--- src/rtl/bj_pkg.sv ---
// Shared types, constants and card helper for the BlackJack round controller.
package bj_pkg;

  localparam int unsigned CARD_W     = 5;
  localparam int unsigned RES_W      = 5;
  localparam int unsigned BUST_LIMIT = 21;
  localparam int unsigned ACE_BONUS  = 10;

  // Result vector bit positions
  localparam int unsigned RES_PWIN  = 0;
  localparam int unsigned RES_DWIN  = 1;
  localparam int unsigned RES_PUSH  = 2;
  localparam int unsigned RES_PBUST = 3;
  localparam int unsigned RES_DBUST = 4;

  typedef enum logic [2:0] {
    IDLE   = 3'd0,
    DEAL2  = 3'd1,
    PLAYER = 3'd2,
    DEALER = 3'd3,
    RESULT = 3'd4
  } state_t;

  // Map a raw counter value onto a legal card: 0 reads as an ace, faces clamp to 10.
  function automatic logic [CARD_W-1:0] sanitize_card(input logic [CARD_W-1:0] card);
    if (card == '0) begin
      return CARD_W'(1);
    end else if (card > CARD_W'(10)) begin
      return CARD_W'(10);
    end else begin
      return card;
    end
  endfunction

endpackage

--- src/rtl/bj_hand_accum.sv ---
// One BlackJack hand: hard sum, ace flag and registered effective total/bust.
module bj_hand_accum
  import bj_pkg::*;
(
  input  logic              clock,
  input  logic              reset,
  input  logic              clear,
  input  logic              add,
  input  logic [CARD_W-1:0] card,
  output logic [CARD_W-1:0] hard_sum,
  output logic              ace,
  output logic [CARD_W-1:0] total,
  output logic              bust
);

  logic [CARD_W-1:0] card_s;
  logic [CARD_W-1:0] hard_nxt;
  logic [CARD_W:0]   soft_nxt;
  logic [CARD_W-1:0] total_nxt;
  logic              ace_nxt;

  // Next hand value; clear and add together start a fresh hand with one card.
  always_comb begin
    card_s   = sanitize_card(card);
    hard_nxt = hard_sum;
    ace_nxt  = ace;
    if (clear) begin
      hard_nxt = '0;
      ace_nxt  = 1'b0;
    end
    if (add) begin
      hard_nxt = hard_nxt + card_s;
      ace_nxt  = ace_nxt | (card_s == CARD_W'(1));
    end
    // One extra bit so a large hard sum plus the ace bonus cannot wrap.
    soft_nxt  = {1'b0, hard_nxt} + (CARD_W+1)'(ACE_BONUS);
    total_nxt = (ace_nxt && (soft_nxt <= (CARD_W+1)'(BUST_LIMIT)))
                ? soft_nxt[CARD_W-1:0] : hard_nxt;
  end

  // Hand registers
  always_ff @(posedge clock or posedge reset) begin
    if (reset) begin
      hard_sum <= '0;
      ace      <= 1'b0;
      total    <= '0;
      bust     <= 1'b0;
    end else begin
      hard_sum <= hard_nxt;
      ace      <= ace_nxt;
      total    <= total_nxt;
      bust     <= (hard_nxt > CARD_W'(BUST_LIMIT));
    end
  end

endmodule

--- src/rtl/bj_round_ctrl.sv ---
// BlackJack round controller: deal, player turn, dealer auto-draw, settle.
module bj_round_ctrl
  import bj_pkg::*;
#(
  parameter int unsigned DRAW_GAP     = 4,
  parameter int unsigned DEALER_STAND = 17
) (
  input  logic              clock,
  input  logic              reset,
  input  logic              deal,
  input  logic              hit,
  input  logic              stand,
  input  logic [CARD_W-1:0] player_card,
  input  logic [CARD_W-1:0] dealer_card,
  output logic [CARD_W-1:0] player_total,
  output logic [CARD_W-1:0] dealer_total,
  output logic [RES_W-1:0]  result,
  output logic [2:0]        phase
);

  localparam int unsigned GAP_W     = (DRAW_GAP > 1) ? $clog2(DRAW_GAP) : 1;
  localparam int unsigned BTN_DEAL  = 0;
  localparam int unsigned BTN_HIT   = 1;
  localparam int unsigned BTN_STAND = 2;

  state_t            state, state_nxt;
  logic [GAP_W-1:0]  gap_cnt, gap_nxt;
  logic [RES_W-1:0]  result_nxt;
  logic [2:0]        btn_sync, btn_prev, btn_edge;
  logic              gap_done;
  logic              p_clear, p_add, d_clear, d_add;
  logic [CARD_W-1:0] p_hard, d_hard, p_total, d_total;
  logic              p_ace, d_ace, p_bust, d_bust;
  logic              hand_unused;

  // Compare two standing hands; exactly one of win/lose/push is set.
  function automatic logic [RES_W-1:0] settle(input logic [CARD_W-1:0] p,
                                               input logic [CARD_W-1:0] d);
    logic [RES_W-1:0] r;
    r = '0;
    if (p > d) begin
      r[RES_PWIN] = 1'b1;
    end else if (d > p) begin
      r[RES_DWIN] = 1'b1;
    end else begin
      r[RES_PUSH] = 1'b1;
    end
    return r;
  endfunction

  assign btn_edge    = btn_sync & ~btn_prev;
  assign gap_done    = (gap_cnt == '0);
  assign hand_unused = ^{p_hard, p_ace, d_hard, d_ace};

  // Button synchroniser and edge-detect flops
  always_ff @(posedge clock or posedge reset) begin
    if (reset) begin
      btn_sync <= '0;
      btn_prev <= '0;
    end else begin
      btn_sync <= {stand, hit, deal};
      btn_prev <= btn_sync;
    end
  end

  // State, gap counter and result registers
  always_ff @(posedge clock or posedge reset) begin
    if (reset) begin
      state   <= IDLE;
      gap_cnt <= '0;
      result  <= '0;
    end else begin
      state   <= state_nxt;
      gap_cnt <= gap_nxt;
      result  <= result_nxt;
    end
  end

  // Next-state, hand strobes, gap counter and result decisions
  always_comb begin
    state_nxt  = state;
    result_nxt = result;
    gap_nxt    = gap_done ? gap_cnt : gap_cnt - GAP_W'(1);
    p_clear    = 1'b0;
    p_add      = 1'b0;
    d_clear    = 1'b0;
    d_add      = 1'b0;
    case (state)
      IDLE, RESULT: begin
        if (btn_edge[BTN_DEAL]) begin
          result_nxt = '0;
          p_clear    = 1'b1;
          p_add      = 1'b1;
          d_clear    = 1'b1;
          d_add      = 1'b1;
          gap_nxt    = GAP_W'(DRAW_GAP - 1);
          state_nxt  = DEAL2;
        end
      end
      DEAL2: begin
        if (gap_done) begin
          p_add     = 1'b1;
          d_add     = 1'b1;
          state_nxt = PLAYER;
        end
      end
      PLAYER: begin
        if (p_bust) begin
          result_nxt            = '0;
          result_nxt[RES_PBUST] = 1'b1;
          result_nxt[RES_DWIN]  = 1'b1;
          state_nxt             = RESULT;
        end else if (btn_edge[BTN_STAND]) begin
          gap_nxt   = GAP_W'(DRAW_GAP - 1);
          state_nxt = DEALER;
        end else if (btn_edge[BTN_HIT] && (p_total < CARD_W'(BUST_LIMIT))) begin
          p_add = 1'b1;
        end
      end
      DEALER: begin
        if (d_bust) begin
          result_nxt            = '0;
          result_nxt[RES_DBUST] = 1'b1;
          result_nxt[RES_PWIN]  = 1'b1;
          state_nxt             = RESULT;
        end else if (gap_done) begin
          if (d_total < CARD_W'(DEALER_STAND)) begin
            d_add   = 1'b1;
            gap_nxt = GAP_W'(DRAW_GAP - 1);
          end else begin
            result_nxt = settle(p_total, d_total);
            state_nxt  = RESULT;
          end
        end
      end
      default: begin
        state_nxt = IDLE;
      end
    endcase
  end

  bj_hand_accum u_player (
    .clock    (clock),
    .reset    (reset),
    .clear    (p_clear),
    .add      (p_add),
    .card     (player_card),
    .hard_sum (p_hard),
    .ace      (p_ace),
    .total    (p_total),
    .bust     (p_bust)
  );

  bj_hand_accum u_dealer (
    .clock    (clock),
    .reset    (reset),
    .clear    (d_clear),
    .add      (d_add),
    .card     (dealer_card),
    .hard_sum (d_hard),
    .ace      (d_ace),
    .total    (d_total),
    .bust     (d_bust)
  );

  assign player_total = p_total;
  assign dealer_total = d_total;
  assign phase        = state;

endmodule

--- config.mk ---
export PLATFORM = sky130hd
export DESIGN_NAME = bj_round_ctrl
export DESIGN_NICKNAME = d
export VERILOG_FILES = /design/src/rtl/bj_pkg.sv /design/src/rtl/bj_hand_accum.sv /design/src/rtl/bj_round_ctrl.sv
export SDC_FILE = /design/constraint.sdc
export NUM_CORES = 1
export LEC_CHECK = 0
export CAP_MARGIN = 15
export CORE_MARGIN = 3
export CORE_UTILIZATION = 35
export DETAILED_ROUTE_END_ITERATION = 16
export SKIP_CTS_REPAIR_TIMING = 1
export SYNTH_ARGS = -nofsm -noshare
export SYNTH_HDL_FRONTEND = slang
export SYNTH_SLANG_ARGS = --single-unit
--- constraint.sdc ---
create_clock -name clock -period 3.4 [get_ports clock]
set_clock_uncertainty 0.15 [all_clocks]
set_input_delay 0.68 -clock clock [delete_from_list [all_inputs] [get_ports clock]]
set_output_delay 0.68 -clock clock [all_outputs]
set_load 0.005 [all_outputs]
Word level (Yosys, flattened, before mapping)
Cells that the tools add are included.

cells by class
  add/subtract/negate cells = 5
  $lt $le $gt $ge = 10
  equality and inequality tests = 12
  multiplexer cells = 51
  bitwise logic cells = 4
  reductions and logical operators = 11

operators by type and width
  cell                 number
  $mux 5               15
  $mux 3               7
  $mux 1               16
  $mux 2               8
  $pmux 5 s3           1
  $add 5x4->6 const B  2
  $le 6x5->1 const B   2
  $pmux 3 s4           1
  $add 5x5->5          2
  $eq 5x1->1 const B   2
  $gt 5x4->1 const B   2
  $gt 5x5->1           2
  $gt 5x5->1 const B   2
  $logic_not 5->1      2
  $lt 5x5->1 const B   2
  $reduce_and 5->1     2
  $ne 3x2->1 const B   3
  $eq 3x2->1 const B   2
  $pmux 1 s3           2
  $pmux 2 s3           1
  $ne 2x2->1 const B   2
  $and 3x3->3          1
  $eq 3x1->1 const B   1
  $eq 3x3->1 const B   1
  other kinds (9)      12

word-level totals
  bits in registers = 40

Longest topological paths before layout
  depth in word-level cells = 12
  mapped depth = 17

Cells and area by module
From an unflattened synthesis, not the netlist that was laid out.

unflattened totals
  cell total of the unflattened synthesis = 292
  area, all modules = 2773.9 um^2

by module, submodules not included
  module         instances  cells an instance  area each (um^2)  seq. area each (um^2)
  bj_hand_accum  2          102                909.6             275.3
  bj_round_ctrl  1          88                 954.7             400.4

Worst setup path before layout
OpenSTA, ideal clock, no wires.

  path type = flip-flop to flip-flop
  from = reg state[1] (netlist: phase[1])
  to = reg u_player.total[1]
  library setup time = 0.123 ns
  arrival = 3.355 ns
  path slack = -0.228 ns
  stages on the path, launching flop included = 13
  path buffers = 1
  period minus slack after synthesis = 3.628 ns
  path through = dfrtp_1 > or4b_1 > clkbuf_1 > and2_1 > ha_1 > fa_1 > xor2_1 > mux2_2 > ha_1 > inv_1 > xnor2_1 > o41a_4 > xnor2_1

on the way
  cells in the longest elaborated chain, start to end = 10
  elaborated cells on any way between the ends = 17
  those cells by class = 2 x add/sub; 1 x order compare; 3 x eq/ne; 7 x mux; 1 x bitwise; 3 x reduce/logical

RTL lines
  what                                                  line                 source
  from (decl)                                           bj_round_ctrl.sv:26  state_t state, state_nxt;
  from (signal assigned)                                bj_round_ctrl.sv:73  state <= state_nxt;
  $eq 3x3->1 / $logic_not 3->1 (equally long branches)  bj_round_ctrl.sv:88  case (state)
  $reduce_or 2->1                                       bj_round_ctrl.sv:88
  $mux 1                                                bj_round_ctrl.sv:88
  $mux 5                                                bj_hand_accum.sv:27  if (clear) begin
  $add 5x5->5                                           bj_hand_accum.sv:32  hard_nxt = hard_nxt + card_s;
  $mux 5 *                                              bj_hand_accum.sv:31  if (add) begin
  net u_player.hard_nxt[2]                              bj_hand_accum.sv:17  logic [CARD_W-1:0] hard_nxt;
  $add 5x4->6 *                                         bj_hand_accum.sv:36  soft_nxt = {1'b0, hard_nxt} + (CARD_W+1)'(ACE_BONUS);
  $le 6x5->1 *                                          bj_hand_accum.sv:37  total_nxt = (ace_nxt && (soft_nxt <= (CARD_W+1)'(BUST_LIMIT)))
  $logic_and 1x1->1 *                                   bj_hand_accum.sv:37
  $mux 5 *                                              bj_hand_accum.sv:38  ? soft_nxt[CARD_W-1:0] : hard_nxt;
  net u_player.total_nxt[1]                             bj_hand_accum.sv:19  logic [CARD_W-1:0] total_nxt;
  to (signal assigned)                                  bj_hand_accum.sv:51  total <= total_nxt;
  to (decl)                                             bj_hand_accum.sv:12  output logic [CARD_W-1:0] total,

The timed path passes the listed nets; every way through them passes the cells marked *.
A chain may end at the register's enable or synchronous reset.

Worst setup path in the final report
  from = reg state[0] (netlist: phase[0])
  to = reg u_player.total[1]

Same word-level chain as after synthesis.

==> results.sh <==
export IMPL_htreeDepth=2
export IMPL_crit_top_cell="ha_4"
export IMPL_synth_warnings=0
export IMPL_synth_compound_area_share_pct=19.0
export IMPL_total_leakage_power_nw=1.66
export IMPL_whs_ns=0.222
export IMPL_synthTopCellsByArea="dfrtp_1 (39%), ha_1 (8.7%), inv_1 (3.5%)"
export IMPL_syn_to_final_growth_pct=46.7
export IMPL_min_period_ns=3.37
export IMPL_fmax_mhz=296
export IMPL_nets=370
export IMPL_drt_iter0_markers=59
export IMPL_synth_top_cell_by_area="dfrtp_1"
export IMPL_avgRoutedWirePerCell_um=14.9
export IMPL_yosys_area_top_type_share_pct=39.0
export IMPL_syn_inst=252
export IMPL_hold_violations=0
export IMPL_synthMuxAreaShare_pct=4.52
export IMPL_setup_viol=0
export IMPL_cp_required_ns=3.44
export IMPL_ir_worst_vdd_mv=0.454
export IMPL_routed_via_density=5.13
export IMPL_synthSimpleGateAreaFrac_pct=19.4
export IMPL_fin_crit_sh_pct=99.2
export IMPL_ant_nets=0
export IMPL_syn_num_nets=286
export IMPL_cpPeakStageDelay_ns=0.63
export IMPL_worst_ep_arrival_time_ns=3.41
export IMPL_power_mw=3.97
export IMPL_ys_async_sr_fraction_pct=100
export IMPL_ys_ff_latch=38
export IMPL_cap_violations=0
export IMPL_die_width_um=89.4
export IMPL_ys_seq_area_share_pct=39.0
export IMPL_tightestPinTransition_ns=0.509
export IMPL_drt_wl_total_um=6170
export IMPL_clkTransAtPathRegs_ns=0.08
export IMPL_synth_edf_count=0
export IMPL_holdCritPathClass="reg -> reg"
export IMPL_die_y_um=89.4
export IMPL_path_cells="or4b_4 -> and2_4 -> ha_4 -> fa_2 -> xor2_2 -> mux2_4 -> ha_4 -> nor2_4 -> o41a_4 -> xnor2_1"
export IMPL_synth_top_family_by_area="simple AND/OR/NAND/NOR gates"
export IMPL_hpwlAfterDp_um=4680
export IMPL_dp_slack_ns=-0.616
export IMPL_avgSynthCellArea_um2=9.67
export IMPL_grt_max_degree=39
export IMPL_end_kind="flip-flop"
export IMPL_root_buffer="clkbuf_8"
export IMPL_post_route_cell_area_um2=3570
export IMPL_timing_final_ws_setup_ns=0.0272
export IMPL_yosys_most_used_dff="dfrtp_1"
export IMPL_filler_cell_count=588
export IMPL_rsz0062_at_grt="yes"
export IMPL_cts_buffer_depth=2
export IMPL_rows=29
export IMPL_clock_latency_ns=0.30
export IMPL_slew_violations=0
export IMPL_synth_xor_area_share_pct=2.52
export IMPL_drive_gt1_share_pct=35.3
export IMPL_track_usage_pct=16.1
export IMPL_antenna_cells=0
export IMPL_dp_cells=396
export IMPL_grt_pass1_vias=2100
export IMPL_grt_pass1_wl_um=9920
export IMPL_num_io_pins=33
export IMPL_dr_pass1_iters=4
export IMPL_placed_area_um2=3220
export IMPL_drc=0
export IMPL_relSlewSlack_pct=66.0
export IMPL_synth_cell_types=58
export IMPL_outcome="finished, final reports clean"
export IMPL_cts_sinks=38
export IMPL_antenna_found_initial=0
export IMPL_dieArea_um2=8000
export IMPL_synthAdderAreaFrac_pct=10.8
export IMPL_crit_fanout=8
export IMPL_criticalPathCategory="reg -> reg"
export IMPL_io_buffers=32
export IMPL_p_per_area_nw_per_um2=1110
export IMPL_core_area_um2=6530
export IMPL_syn_area_um2=2440
export IMPL_initial_core_util_pct=37.3
export IMPL_grt_remaining_overflow=0
export IMPL_cts_tree="yes"
export IMPL_gp_congestion=0.848
export IMPL_startpoint_type="flip-flop"
export IMPL_via_count=2124
export IMPL_numCtsBuffers=5
export IMPL_fin_cells=414
export IMPL_slowest_stage="or4b_4"
## through the flow
| stage | TNS (ns) | utilization [%] |
|---|---|---|
| 3_5_place_dp | -4.16 | 49.2 |
| 2_1_floorplan | 0 | - |
| 6_report | 0 | 54.7 |
| 4_1_cts | -1.23 | 50.9 |
| 5_1_grt | -0.238 | 54.7 |
| 3_3_place_gp | -3.50 | 49.2 |
## path summary, 6_finish.rpt
| kind | startpoint | end | slack [ns] | cells after the start |
|---|---|---|---|---|
| max | phase[0]$_DFFE_PP0P_ | u_player.total[1]$_DFF_PP0_ | 0.03 | 10 |
| min | btn_sync[2]$_DFF_PP0_ | btn_prev[2]$_DFF_PP0_ | 0.22 | 0 |
| max reg2reg | phase[0]$_DFFE_PP0P_ | u_player.total[1]$_DFF_PP0_ | 0.03 | 10 |
| min reg2reg | btn_sync[2]$_DFF_PP0_ | btn_prev[2]$_DFF_PP0_ | 0.22 | 0 |
| max in group asynchronous | reset | u_dealer.hard_sum[0]$_DFF_PP0_ | 2.12 | 3 |
| min in group asynchronous | reset | btn_prev[2]$_DFF_PP0_ | 0.65 | 3 |
## cells in the final DEF (no fill, tap or decap), types with 4 or more instances in the layout
cell type / instances
buf_4: 48
dfrtp_1: 38
clkdlybuf4s50_1: 26
inv_1: 20
nand2_1: 15
nor2_1: 14
ha_1: 11
a21oi_1: 10
o21ai_0: 8
nand2b_1: 6
o21a_1: 6
and2_1: 6
nor2b_1: 5
nand3_1: 5
a21o_1: 5
nor3_1: 5
ha_4: 5
clkbuf_8: 5
a21oi_2: 4
dlymetal6s2s_1: 4
## cells in the mapped netlist, drive strengths merged, types with 4 or more instances
library cell	number
or2	4
nand3	6
nor2b	6
or4b	4
mux2i	5
dfrtp	38
o21ai	12
and2	7
nor3	5
a21oi	15
nor2	19
nand2b	7
o21a	6
a21o	5
xnor2	4
ha	17
o211ai	4
nand2	17
inv	24
mux2	5
## cell families (layout without fill, tap and decap cells)
kind of cell             count (synthesis)  after routing
flip-flops                              38             38
adder cells (fa/ha/maj)                 20             20
XOR/XNOR                                 7              7
buffers and inverters                   29            114
AO/OA/AOI/OAI                           64             64
multiplexers                            10             10
AND/OR/NAND/NOR                         84             84
## routing by layer
metal | GRT usage [%] | routed length [um]
met1 | 22.4 | 3050
met2 | 25.1 | 2840
met3 | 3.32 | 196
met4 | 5.28 | 92
met5 | 0 | 0
## area by class of cell
| class | instances | area (um2) | share of cell area [%] |
|---|---|---|---|
| Sequential cell | 38 | 951 | 26.6 |
| Tap cell | 77 | 96.3 | 2.70 |
| Inverter | 24 | 92.6 | 2.59 |
| Clock inverter | 3 | 40.0 | 1.12 |
| Timing Repair Buffer | 82 | 703 | 19.7 |
| Clock buffer | 5 | 68.8 | 1.93 |
| Multi-Input combinational cell | 185 | 1620 | 45.4 |
## power breakdown
part / internal [mW] / total, mW / leakage [nW] / switching [mW]
registers: 0.636 / 0.777 / 0.474 / 0.141
clock network: 0.216 / 0.385 / 0.0579 / 0.169
logic: 1.48 / 2.81 / 1.13 / 1.33
## state kept, by name, summed over array words and instances, names as in the netlist
signal / flops
result: 5
u_dealer.hard_sum: 5
u_player.hard_sum: 5
u_dealer.total: 4
u_player.total: 4
btn_prev: 3
btn_sync: 3
phase: 3
gap_cnt: 2
u_dealer.ace: 1
u_dealer.bust: 1
u_player.ace: 1
u_player.bust: 1
## critical path, delay by kind of cell (launching register included)
kind	cells	cell delay, ns
xor+xnor	2	0.29
flops	1	0.38
compound gates	1	0.44
fa+ha+maj	3	0.82
mux	1	0.32
simple gates	3	0.86
Note: power is estimated with default switching activity, not from simulation.
